<file path="src/rtl/melody_sequencer.sv">
// melody_sequencer: plays a tune held in a small RAM by driving the tone
// generator's key-code input with per-note durations and optional gaps.
// Entry format: [7]=rest, [6:4]=note index, [3:0]=duration in ticks
// (duration 0 marks the end of the melody).
module melody_sequencer #(
  parameter int TICK_DIV   = 5000000,
  parameter int MELODY_LEN = 16,
  parameter int GAP_TICKS  = 1
) (
  input  logic                          clk,
  input  logic                          rst,
  input  logic                          wr_en,
  input  logic [$clog2(MELODY_LEN)-1:0] wr_addr,
  input  logic [7:0]                    wr_data,
  input  logic                          start,
  input  logic                          stop,
  input  logic                          loop,
  output logic [7:0]                    note_code,
  output logic                          busy,
  output logic                          done,
  output logic [$clog2(MELODY_LEN)-1:0] step
);

  localparam int AW = $clog2(MELODY_LEN);
  localparam int CW = $clog2(TICK_DIV);
  // Tick counter must hold both a 4-bit duration and the gap length.
  localparam int TW = (GAP_TICKS > 15) ? $clog2(GAP_TICKS + 1) : 4;

  localparam logic [CW-1:0] CYC_LAST  = CW'(TICK_DIV - 1);
  localparam logic [CW-1:0] CYC_ONE   = CW'(1);
  localparam logic [TW-1:0] TICK_ONE  = TW'(1);
  localparam logic [TW-1:0] GAP_LAST  = TW'(GAP_TICKS - 1);
  localparam logic [AW-1:0] STEP_LAST = AW'(MELODY_LEN - 1);
  localparam logic [AW-1:0] STEP_ONE  = AW'(1);

  typedef enum logic [1:0] {
    S_IDLE = 2'd0,
    S_NOTE = 2'd1,
    S_GAP  = 2'd2
  } state_e;

  // Key code expected by the tone generator for each note index.
  function automatic logic [7:0] note_to_code(input logic [2:0] idx);
    logic [7:0] code;
    case (idx)
      3'd0:    code = 8'h11;
      3'd1:    code = 8'h12;
      3'd2:    code = 8'h14;
      3'd3:    code = 8'h18;
      3'd4:    code = 8'h21;
      3'd5:    code = 8'h22;
      3'd6:    code = 8'h24;
      3'd7:    code = 8'h28;
      default: code = 8'h00;
    endcase
    return code;
  endfunction

  // A rest entry plays silence for its duration.
  function automatic logic [7:0] entry_code(input logic rest, input logic [2:0] idx);
    return rest ? 8'h00 : note_to_code(idx);
  endfunction

  // Zero duration is the end-of-melody marker.
  function automatic logic entry_is_end(input logic [3:0] dur);
    return (dur == 4'd0);
  endfunction

  logic [7:0]    ram_q [MELODY_LEN];
  logic          ram_we_s;

  state_e        state_q, state_d;
  logic [AW-1:0] step_q, step_d;
  logic [7:0]    note_code_q, note_code_d;
  logic          busy_q, busy_d;
  logic          done_q, done_d;
  logic [CW-1:0] cyc_q, cyc_d;
  logic [TW-1:0] tick_q, tick_d;

  logic [7:0]    first_entry_s;
  logic [7:0]    cur_entry_s;
  logic [7:0]    next_entry_s;
  logic [AW-1:0] next_addr_s;
  logic          cyc_wrap_s;
  logic          note_last_s;
  logic          gap_last_s;

  state_e        adv_state_s;
  logic [AW-1:0] adv_step_s;
  logic [7:0]    adv_code_s;
  logic          adv_busy_s;
  logic          adv_done_s;

  // Melody RAM write port; contents are intentionally not reset.
  always_ff @(posedge clk) begin
    if (ram_we_s) begin
      ram_q[wr_addr] <= wr_data;
    end
  end

  assign next_addr_s   = step_q + STEP_ONE;
  assign first_entry_s = ram_q[0];
  assign cur_entry_s   = ram_q[step_q];
  assign next_entry_s  = ram_q[next_addr_s];

  // Decode the final cycle of the current note and of the current gap.
  always_comb begin
    cyc_wrap_s  = (cyc_q == CYC_LAST);
    note_last_s = cyc_wrap_s && (tick_q == (TW'(cur_entry_s[3:0]) - TICK_ONE));
    gap_last_s  = cyc_wrap_s && (tick_q == GAP_LAST);
  end

  // Choose the follow-on entry once a note (and its gap) has finished.
  always_comb begin
    adv_state_s = S_NOTE;
    adv_step_s  = '0;
    adv_code_s  = 8'h00;
    adv_busy_s  = 1'b1;
    adv_done_s  = 1'b0;
    if ((step_q != STEP_LAST) && !entry_is_end(next_entry_s[3:0])) begin
      adv_step_s = next_addr_s;
      adv_code_s = entry_code(next_entry_s[7], next_entry_s[6:4]);
    end else if (loop && !entry_is_end(first_entry_s[3:0])) begin
      adv_code_s = entry_code(first_entry_s[7], first_entry_s[6:4]);
    end else begin
      adv_state_s = S_IDLE;
      adv_busy_s  = 1'b0;
      adv_done_s  = 1'b1;
    end
  end

  // Next-state and registered-output logic of the playback FSM.
  always_comb begin
    state_d     = state_q;
    step_d      = step_q;
    note_code_d = note_code_q;
    busy_d      = busy_q;
    done_d      = 1'b0;
    cyc_d       = cyc_q;
    tick_d      = tick_q;
    ram_we_s    = 1'b0;
    case (state_q)
      S_IDLE: begin
        note_code_d = 8'h00;
        busy_d      = 1'b0;
        step_d      = '0;
        cyc_d       = '0;
        tick_d      = '0;
        ram_we_s    = wr_en;
        if (start && !stop) begin
          if (entry_is_end(first_entry_s[3:0])) begin
            done_d = 1'b1;
          end else begin
            state_d     = S_NOTE;
            note_code_d = entry_code(first_entry_s[7], first_entry_s[6:4]);
            busy_d      = 1'b1;
          end
        end else begin
          state_d = S_IDLE;
        end
      end
      S_NOTE, S_GAP: begin
        if (stop) begin
          state_d     = S_IDLE;
          note_code_d = 8'h00;
          busy_d      = 1'b0;
          step_d      = '0;
          cyc_d       = '0;
          tick_d      = '0;
        end else if ((state_q == S_NOTE) && note_last_s && (GAP_TICKS > 0)) begin
          state_d     = S_GAP;
          note_code_d = 8'h00;
          cyc_d       = '0;
          tick_d      = '0;
        end else if (((state_q == S_NOTE) && note_last_s) ||
                     ((state_q == S_GAP) && gap_last_s)) begin
          state_d     = adv_state_s;
          step_d      = adv_step_s;
          note_code_d = adv_code_s;
          busy_d      = adv_busy_s;
          done_d      = adv_done_s;
          cyc_d       = '0;
          tick_d      = '0;
        end else if (cyc_wrap_s) begin
          cyc_d  = '0;
          tick_d = tick_q + TICK_ONE;
        end else begin
          cyc_d = cyc_q + CYC_ONE;
        end
      end
      default: begin
        state_d     = S_IDLE;
        note_code_d = 8'h00;
        busy_d      = 1'b0;
        step_d      = '0;
        cyc_d       = '0;
        tick_d      = '0;
      end
    endcase
  end

  // State and output registers with asynchronous active-low reset.
  always_ff @(posedge clk or negedge rst) begin
    if (!rst) begin
      state_q     <= S_IDLE;
      step_q      <= '0;
      note_code_q <= 8'h00;
      busy_q      <= 1'b0;
      done_q      <= 1'b0;
      cyc_q       <= '0;
      tick_q      <= '0;
    end else begin
      state_q     <= state_d;
      step_q      <= step_d;
      note_code_q <= note_code_d;
      busy_q      <= busy_d;
      done_q      <= done_d;
      cyc_q       <= cyc_d;
      tick_q      <= tick_d;
    end
  end

  assign note_code = note_code_q;
  assign busy      = busy_q;
  assign done      = done_q;
  assign step      = step_q;

endmodule

</file>
<file path="config.mk">
export PLATFORM = sky130hd
export DESIGN_NAME = melody_sequencer
export DESIGN_NICKNAME = d
export VERILOG_FILES = /design/src/rtl/melody_sequencer.sv
export SDC_FILE = /design/constraint.sdc
export NUM_CORES = 1
export LEC_CHECK = 0
export BUFFER_PORTS_ARGS = -buffer_cell sky130_fd_sc_hd__buf_2
export CORE_ASPECT_RATIO = 1.1
export CORE_MARGIN = 3
export CORE_UTILIZATION = 49
export DETAILED_ROUTE_END_ITERATION = 8
export PLACE_DENSITY = 0.66
export SLEW_MARGIN = 20
export SYNTH_ARGS = -nofsm -noshare
export SYNTH_HDL_FRONTEND = slang
export SYNTH_SLANG_ARGS = --single-unit
export TNS_END_PERCENT = 5
</file>
<file path="constraint.sdc">
create_clock -name clk -period 4 [get_ports clk]
set_input_delay 0.2 -clock clk [delete_from_list [all_inputs] [get_ports clk]]
set_output_delay 0.2 -clock clk [all_outputs]
set_load 0.01 [all_outputs]
</file>
Word level (Yosys, flattened, before mapping)

Memory sizes are Yosys's and may differ from the RTL's.
Cells that the tools add are included.

Register bits: 43
RAM bits: 128
Bits in read-only memories: 144
Word-level logic and storage cells: 96
Memories kept: 4

Add/sub/neg operators: 4
Equality and inequality tests: 10
Mux-type cells: 53
Reductions and logical operators: 18

Memories:

| name            | words | width | read ports | clocked after memory_dff | wr ports | line | text |
|---|---|---|---|---|---|---|---|
| ram_q           | 16    | 8     | 3          | 0                        | 1        | 69   | `logic [7:0] ram_q [MELODY_LEN];` |
| (no name shown) | 8     | 6     | 1          | 0                        | 0        | 45   | `case (idx)` |
| (no name shown) | 8     | 6     | 1          | 0                        | 0        | 45   |  |
| (no name shown) | 8     | 6     | 1          | 0                        | 0        | 45   |  |

Operators by type and width:

| cell                    | number |
|---|---|
| $mux W23                | 5 |
| $mux W8                 | 10 |
| $mux W4                 | 10 |
| $add A23 B1 Y23 const B | 1 |
| $eq A23 B23 Y1 const B  | 1 |
| $mux W1                 | 19 |
| $pmux W8 S2             | 1 |
| $logic_not A4 Y1        | 3 |
| $mux W2                 | 5 |
| $ne A3 B3 Y1 const B    | 3 |
| $add A4 B1 Y4 const B   | 2 |
| $ne A4 B4 Y1 const B    | 2 |
| $logic_and A1 B1 Y1     | 7 |
| $ne A5 B5 Y1 const B    | 1 |
| $eq A4 B4 Y1            | 1 |
| $pmux W1 S2             | 2 |
| $pmux W2 S2             | 1 |
| $reduce_and A2 Y1       | 2 |
| $sub A4 B1 Y4 const B   | 1 |
| $logic_not A1 Y1        | 3 |
| $eq A2 B1 Y1 const B    | 1 |
| $eq A2 B2 Y1 const B    | 1 |
| $logic_not A2 Y1        | 1 |
| $reduce_or A2 Y1        | 1 |
| $logic_or A1 B1 Y1      | 1 |

Longest topological paths before layout

Gate-level depths: netlist of the first run.
An unclocked memory read counts as a cell.

Depth after elaboration: 10
Depth in mapped cells: 15

Least setup slack after synthesis of the first run

OpenSTA, ideal clock, no wires.

Path type: reg2reg
Start: register step_q[0], in the netlist step[0]
End: register step_q[0], in the netlist step[0]
Arrival: 3.384 ns
Required time: 3.917 ns
Slack: 0.533 ns
Cell stages (with the launch flop): 14
Clock period less this slack: 3.467 ns
Cells stage by stage: dfrtp_1 > buf_6 > mux4_1 > a22oi_1 > and3_1 > ha_1 > xor2_1 > nand2_1 > nor4b_1 > mux2i_4 > nor2_1 > a211oi_2 > or3b_1 > o21ai_0

Word-level cells in the longest chain between the ends: 10
Elaborated cells on any way between the ends: 19

Ends and longest elaborated chain:

| item                   | line | text |
|---|---|---|
| from (decl)            | 73   | `logic [AW-1:0] step_q, step_d;` |
| from (signal assigned) | 214  | `step_q <= step_d;` |
| $add A4 B1 Y4          | 101  | `assign next_addr_s = step_q + STEP_ONE;` |
| $mem_v2 Z16 W8         | -    |  |
| $logic_not A4 Y1       | 66   | `return (dur == 4'd0);` |
| $logic_not A1 Y1       | 120  | `if ((step_q != STEP_LAST) && !entry_is_end(next_entry_s[3:0])) begin` |
| $logic_and A1 B1 Y1    | 120  |  |
| $mux W4                | 120  |  |
| $mux W4                | 175  | `end else if (((state_q == S_NOTE) && note_last_s) \|\|` |
| $mux W4                | 170  | `end else if ((state_q == S_NOTE) && note_last_s && (GAP_TICKS > 0)) begin` |
| $mux W4                | 163  | `if (stop) begin` |
| $mux W4                | 142  | `case (state_q)` |

Several ways; a longest one is shown, not always the timed one. The select of a mux whose other input is x is not followed.
A chain may end at the register's enable or synchronous reset.

Worst setup path in the final report of the first run

Ends and elaborated chain as after synthesis.

==> results of run 1 <==
cells in the mapped netlist (2+ instances only):
cell type	number	area share, %
o31ai_1	4	0.39
nand3b_1	2	0.19
nor2b_1	5	0.40
a32o_1	3	0.39
dfrtp_1	41	13
xnor2_1	8	0.91
buf_4	4	0.39
xor2_1	18	2.0
nand2_1	21	1.0
a22oi_1	11	1.1
a211oi_2	2	0.32
and3_1	10	0.81
a21oi_1	5	0.32
mux4_1	2	0.68
o2bb2ai_1	2	0.23
buf_6	5	0.73
mux2i_1	11	1.4
or3_1	2	0.16
mux4_2	34	9.9
nor4b_1	2	0.23
o21ai_0	7	0.45
nor3_1	14	0.91
and2_1	6	0.49
inv_1	11	0.53
or2_2	5	0.40
nand3_1	23	1.5
ha_1	9	1.5
edfxtp_1	128	50
or4_1	2	0.19
clkbuf_1	11	0.53
nand4_1	10	0.81
nor2_1	62	3.0
nor4bb_1	2	0.26
nor4_1	8	0.65
a31oi_1	2	0.16
a22o_1	5	0.57
nand2b_1	6	0.49
buf_2	2	0.13
path summary, 6_finish.rpt:
kind / start / to / slack, ps
max: step[0]$_DFFE_PN0P_ / step[0]$_DFFE_PN0P_ / 310
min: wr_data[7] / ram_q[8][7]$_DFFE_PP_ / 150
max reg2reg: step[0]$_DFFE_PN0P_ / step[0]$_DFFE_PN0P_ / 310
min reg2reg: note_code[5]$_DFFE_PN0P_ / note_code[5]$_DFFE_PN0P_ / 500
max in group asynchronous: rst / step[0]$_DFFE_PN0P_ / 2910
min in group asynchronous: rst / cyc_q[12]$_DFF_PN0_ / 450
power groups by stage:
stage | clock network (W) | logic (W) | registers, W
6_report | 0.00158 | 0.000160 | 0.00193
5_1_grt | 0.00169 | 0.000177 | 0.00194
2_1_floorplan | 0 | 0.0000879 | 0.00197
4_1_cts | 0.00161 | 0.000161 | 0.00193
3_5_place_dp | 0 | 0.000159 | 0.00197
3_3_place_gp | 0 | 0.000152 | 0.00197
sequential cells by signal (all words and copies together), names as in the netlist:
register and cells:
ram_q 128, cyc_q 23, note_code 6, step 4
tick_q 4, state_q 2, busy 1, done 1
logic make-up (layout without fill, tap and decap cells):
logic type / Yosys count / in the layout
AOI/OAI and AO/OA: 47 / 47
xor gates and xnor gates: 27 / 27
adders and majority gates: 9 / 9
buffers and inverters: 34 / 84
DFF: 169 / 169
muxes: 50 / 50
other: 1 / 2
and+or+nand+nor: 186 / 186
layer usage:
layer / track usage (%) / wire, µm / vias to the layer above
li1: - / - / 2096
met1: 26.8 / 7160 / 2328
met2: 30.3 / 7390 / 151
met3: 3.80 / 769 / 22
met4: 6.08 / 218 / 0
met5: 0 / 0 / -
layout by cell type (no fill, tap or decap), types with 4 or more instances in the layout:
cell type  instances
nand3_1           23
inv_6              4
xor2_1            18
nand2b_1           6
edfxtp_1         128
a22o_1             5
buf_2             29
nand2_1           21
o31ai_1            4
inv_8              5
a22oi_1           11
nor4_1             8
clkbuf_16         17
nand4_1           10
o21ai_0            7
nor2b_1            5
or2_2              5
mux2i_1           11
buf_4             11
a21oi_1            5
xnor2_1            8
and2_1             6
dfrtp_1           39
mux4_2            34
nor2_1            62
nor3_1            11
and3_1            10
ha_1               9
inv_1             11
per-stage QoR:
| stage | instance area (µm²) | util, % | hold WS (ps) | worst slack, ps | power, W |
|---|---|---|---|---|---|
| 2_1_floorplan | 7730 | - | -95.6 | 533 | 0.00206 |
| 3_3_place_gp | 8080 | 53.0 | 379 | 364 | 0.00212 |
| 3_5_place_dp | 8080 | 53.0 | 398 | 254 | 0.00213 |
| 4_1_cts | 8670 | 56.9 | 138 | 213 | 0.00370 |
| 5_1_grt | 8670 | 56.9 | 156 | 104 | 0.00381 |
| 6_report | 8670 | 56.9 | 152 | 314 | 0.00367 |
final cells by class:
class	count	area share, %
clock buffer	17	4.91
multi-input combinational	321	31.1
inverter	11	0.476
timing repair buffer	41	2.74
sequential	169	56.2
tap	196	2.83
clock inverter	15	1.80
worst max-delay path, delay by kind of cell (launching register included):
kind | cells | cell delay (ps)
multiplexers | 2 | 490
flip-flops | 1 | 430
AND/OR/NAND/NOR | 6 | 1470
adder cells (fa/ha/maj) | 1 | 250
buffers and inverters | 2 | 500
XOR/XNOR | 1 | 150
AO/OA/AOI/OAI | 2 | 280
what timing repair did:
item                       CTS  global route
gates resized for setup      0             1
hold endpoints to repair    41             0
hold buffers                 1             0
setup endpoints to repair    0             5
==> implementation parameters, run 1 <==
Parameter                              Value

Outcome
  Status ... finished, final reports clean

Cells and area
  Final instance count without filler cells ... 770
  Area of the multi-input gates ... 2690 µm²
  Number of filler instances in the final layout ... 1,200
  Share of layout cells above drive strength 1 ... 22.1%
  Diode insertion count for antenna repair ... 0
  Nets@finish ... 588
  Reg area ... 4870 µm²
  Syn-to-layout area delta ... 12.2%

Power
  Switching power ... 0.000872 W
  Sw Ratio ... 23.8%
  Gate power share ... 4.3%
  Clock network fraction of total power ... 43.0%
  Flop pwr share ... 52.7%
  Leakage power summed over all cells ... 3.00 nW
  Internal power component ... 0.00280 W
  Peak supply drop ... 295 µV
  Power density of the placed cells ... 424 nW/µm²

Worst setup path
  Critical path's slowest cell ... nor4b_1
  CP Capture Type ... register
  Depth of the worst register-to-register path ... 14
  Peak fanout along the critical path ... 16
  Worst stage delay on the critical path ... 460 ps
  Crit-path cells ... buf_4 > buf_4 > mux4_2 > nand2_1 > and3_1 > ha_1 > xor2_1 > nand2_1 > nor4b_1 > mux2i_4 > nor2_1 > a211oi_2 > or3b_1 > o21ai_0
  Worst Path Required ... 4340 ps
  Crit Path Class ... reg2reg
  Startpoint type of the worst setup path ... register
  Data arrival at the endpoint of the critical path ... 4020 ps

Clock network
  TritonCTS clock tree ... yes
  CTS Buf Count ... 17
  Maximum level of the CTS H-tree ... 4
  Clock tree sinks ... 169
  Clock root buffer ... clkbuf_16
  Worst-Skew Late Latency ... 430 ps
  Clk pin slew, worst setup/hold paths ... 70 ps
  Clock buffer depth ... 2
  Post CTS Setup Buffer Count ... 0

STA
  Min Tclk post-route ... 3690 ps
  Number of max-slew violations in the final report ... 0
  Fmax achieved ... 271 MHz
  Final hold vios ... 0
  Max-slew headroom at the worst pin ... 36.1%
  Unrepaired setup endpoints after global routing ... false
  Sum of negative setup slack ... 0 ps
  Final setup viols ... 0
  Final period utilization ... 92.2%
  Slew at the pin closest to its max-slew limit ... 954 ps
  Setup Skew ... 11.2 ps

Yosys
  Proportion of synthesized flip-flops having asynchronous set or reset ... 24.3%
  Number of standard cells after synthesis ... 523
  Fraction of synthesized area in multiplexers ... 12.6%
  Netlist cell types ... 56
  Number of synthesized register bits ... 169
  Average size of a mapped cell ... 14.8 µm²
  Primary flip-flop cell chosen by synthesis mapping ... edfxtp_1
  Synth Area in Compound Gates ... 4.91%
  Synthesized cell area ... 7730 µm²
  Synth Warn # ... 0
  Post-Synth Adder-Cell Area ... 1.46%
  Largest family of logic cells by synthesized area ... multiplexers
  Synthesized-area fraction occupied by xor and xnor cells ... 3.30%
  Seq/Total Area, Yosys ... 63.0%
  Simple-gate share of the synthesized area ... 12.2%
  Number of enable-type register cells in the synthesized netlist ... 128

Global routing
  GRT Total Usage ... 19.1%
  Vias in the first global route ... 4,595
  First-pass GRT wire length ... 25,200 µm
  Overflow left after global routing ... 0
  Maximum number of pins on one net before global-route repair ... 42
  Antenna violations before repair ... 0

Floorplanning
  Overall die width ... 126 µm
  Chip height ... 138 µm
  Number of rows created at floorplan ... 47
  Die Area ... 17,300 µm²
  Placeable core region ... 15,200 µm²
  Starting Density ... 50.7%
  Boundary pin count ... 32

Routing
  Vias ... 4,597
  Total routed wirelength ... 15,500 µm
  Detailed Routing Iterations Pass 1 ... 5
  Post-detailed-route DRC marker count ... 0
  Post-detailed-route wirelength per cell ... 20.2 µm
  Antenna Nets Post-Route ... 0
  Via density ... 5.97
  Initial detailed-routing violation count ... 341

Placement
  RePlAce Congestion ... 0.900
  DPL Wire Length ... 11,100 µm
  Placed Instances ... 737
  Number of buffers added on ports ... 29

Worst hold path
  Hold path cells ... 1
  Worst hold-check path type ... in2reg

Run
  Max-cap violations ... 0
Power figures use the tool's default switching activity.
==> inputs of run 2 (changes only) <==
GPL_TIMING_DRIVEN = 0   (was not set)
==> implementation parameters, run 2 (synthesis results as in run 1) <==
Parameter                              Value

Floorplanning
  Placeable core region ... 15,200 µm²
  Chip height ... 138 µm
  Boundary pin count ... 32
  Die Area ... 17,300 µm²
  Starting Density ... 50.7%
  Overall die width ... 126 µm
  Number of rows created at floorplan ... 47

Placement
  Placed Instances ... 749
  RePlAce Congestion ... 0.856
  DPL Wire Length ... 11,600 µm
  Number of buffers added on ports ... 29

Worst setup path
  CP endpoint ... note_code[3]$_DFFE_PN0P_
  Startpoint type of the worst setup path ... register
  Data arrival at the endpoint of the critical path ... 4040 ps
  Peak fanout along the critical path ... 10
  Worst R2R Setup Slack ... 280 ps
  Critical path's slowest cell ... mux4_1
  CP Capture Type ... register
  Worst Path Required ... 4320 ps
  Crit-path cells ... buf_6 > mux4_1 > a22oi_1 > and3_1 > ha_1 > xor2_1 > nand2_1 > nor4_2 > mux2i_4 > nor2_2 > a211oi_4 > a211oi_2 > a32o_1
  Crit Path Class ... reg2reg
  Worst stage delay on the critical path ... 600 ps
  CP startpoint ... step[0]$_DFFE_PN0P_
  Startpoint of the most critical register-to-register path ... step[0]$_DFFE_PN0P_
  Depth of the worst register-to-register path ... 13
  Reg-to-Reg End ... note_code[3]$_DFFE_PN0P_

STA
  Number of max-slew violations in the final report ... 0
  Fmax achieved ... 269 MHz
  Slew at the pin closest to its max-slew limit ... 994 ps
  Setup Skew ... 9.50 ps
  Sum of negative setup slack ... 0 ps
  Unrepaired setup endpoints after global routing ... false
  Max-slew headroom at the worst pin ... 33.3%
  Final setup viols ... 0
  Final period utilization ... 93.0%
  Min Tclk post-route ... 3720 ps
  Final hold vios ... 0

Clock network
  TritonCTS clock tree ... yes
  Clock buffer depth ... 2
  Clock root buffer ... clkbuf_16
  Maximum level of the CTS H-tree ... 4
  Clock tree sinks ... 169
  Clk pin slew, worst setup/hold paths ... 70 ps
  Post CTS Setup Buffer Count ... 0
  CTS Buf Count ... 17
  Worst-Skew Late Latency ... 430 ps

Cells and area
  Most frequent cells in the layout ... edfxtp_1 (128), nor2_1 (61), dfrtp_1 (41)
  Number of filler instances in the final layout ... 1,209
  Final instance count without filler cells ... 782
  Reg area ... 4870 µm²
  Share of layout cells above drive strength 1 ... 22.5%
  Largest reg by FF count ... ram_q
  Flip-flop count of the largest register after layout ... 128
  Nets@finish ... 600
  Most common cell after layout, fill and taps aside ... edfxtp_1
  Diode insertion count for antenna repair ... 0
  Syn-to-layout area delta ... 13.5%
  Area of the multi-input gates ... 2710 µm²

Routing
  Antenna Nets Post-Route ... 0
  Total routed wirelength ... 16,200 µm
  Post-detailed-route DRC marker count ... 0
  Vias ... 4,571
  Post-detailed-route wirelength per cell ... 20.7 µm
  Initial detailed-routing violation count ... 468
  Via density ... 5.85
  Detailed Routing Iterations Pass 1 ... 7

Power
  Peak supply drop ... 300 µV
  Power density of the placed cells ... 426 nW/µm²
  Leakage power summed over all cells ... 3.04 nW

Run
  Max-cap violations ... 0

Outcome
  Status ... finished, final reports clean

Global routing
  Antenna violations before repair ... 0
  Vias in the first global route ... 4,696
  GRT Total Usage ... 20.2%
  Maximum number of pins on one net before global-route repair ... 42
  First-pass GRT wire length ... 26,200 µm
  Overflow left after global routing ... 0

Worst hold path
  Worst hold-check path type ... in2reg
## run 2: cell types whose count changed in the layout (fill, tap and decap cells not counted), moves of 2 or more
| cell | previous run | this run |
|---|---|---|
| buf_6 | 0 | 5 |
| dfrtp_2 | 2 | 0 |
| clkbuf_2 | 0 | 2 |
| dfrtp_1 | 39 | 41 |
| clkbuf_1 | 0 | 9 |
| buf_4 | 11 | 4 |
| buf_2 | 29 | 31 |
| clkinv_4 | 0 | 2 |
## run 2: critical path, delay by kind of cell, from the launching register on
kind	cells	cell delay, ps
xor gates and xnor gates	1	160
adders and majority gates	1	270
muxes	2	820
buffers and inverters	1	230
and+or+nand+nor	4	550
DFF	1	500
AOI/OAI and AO/OA	4	1060
## run 2: timing repair
item | CTS | global route
hold buffers | 1 | 0
setup endpoints to repair | 0 | 18
resized for setup | 0 | 7
endpoints found under the hold margin | 41 | 0
## run 2: worst min-delay path by stage
stage | start | end | slack, ps | cells after the start
final | wr_data[5] | ram_q[0][5]$_DFFE_PP_ | 150 | 1
after global routing | wr_data[5] | ram_q[9][5]$_DFFE_PP_ | 150 | 1
after CTS | wr_data[1] | ram_q[13][1]$_DFFE_PP_ | 140 | 1
after detailed placement | rst | cyc_q[11]$_DFF_PN0_ | 390 | 1
after global placement | rst | cyc_q[11]$_DFF_PN0_ | 370 | 1
after floorplan | rst | busy$_DFFE_PN0P_ | -100 | 0
## run 2: through the flow
stage | instance area, µm² | hold WS (ps) | power [W] | setup slack (ps) | utilization (%)
after floorplan | 7730 | -95.6 | 0.00206 | 533 | -
after global placement | 8120 | 371 | 0.00213 | 136 | 53.3
after detailed placement | 8140 | 390 | 0.00214 | 69.8 | 53.4
after CTS | 8750 | 144 | 0.00376 | 42.1 | 57.4
after global routing | 8770 | 153 | 0.00388 | 22.8 | 57.6
final | 8770 | 154 | 0.00374 | 278 | 57.6
## run 2: cell type report
class,instances,area share [%]
plain buffers,23,1.64
clock buffers,17,4.85
clock inverters,15,2.00
inverters,11,0.471
multi-input cells,321,30.9
flip-flops and latches,169,55.5
well taps,196,2.80
repair buffers,30,1.77
## run 2: power by group
| group | internal, W | total, W | leakage [nW] | switching (W) |
|---|---|---|---|---|
| Combinational | 0.0000496 | 0.000167 | 1.03 | 0.000118 |
| Clock | 0.000894 | 0.00164 | 0.294 | 0.000743 |
| Sequential | 0.00192 | 0.00193 | 1.72 | 0.0000140 |
| Total | 0.00286 | 0.00374 | 3.04 | 0.000875 |
## run 2: per-layer routing
| layer | GRT usage, % | vias to the layer above | wire length [µm] |
|---|---|---|---|
| met2 | 32.7 | 133 | 7960 |
| met3 | 3.88 | 15 | 899 |
| li1 | - | 2113 | - |
| met1 | 27.8 | 2310 | 7140 |
| met4 | 6.93 | 0 | 199 |
| met5 | 0 | - | 0 |
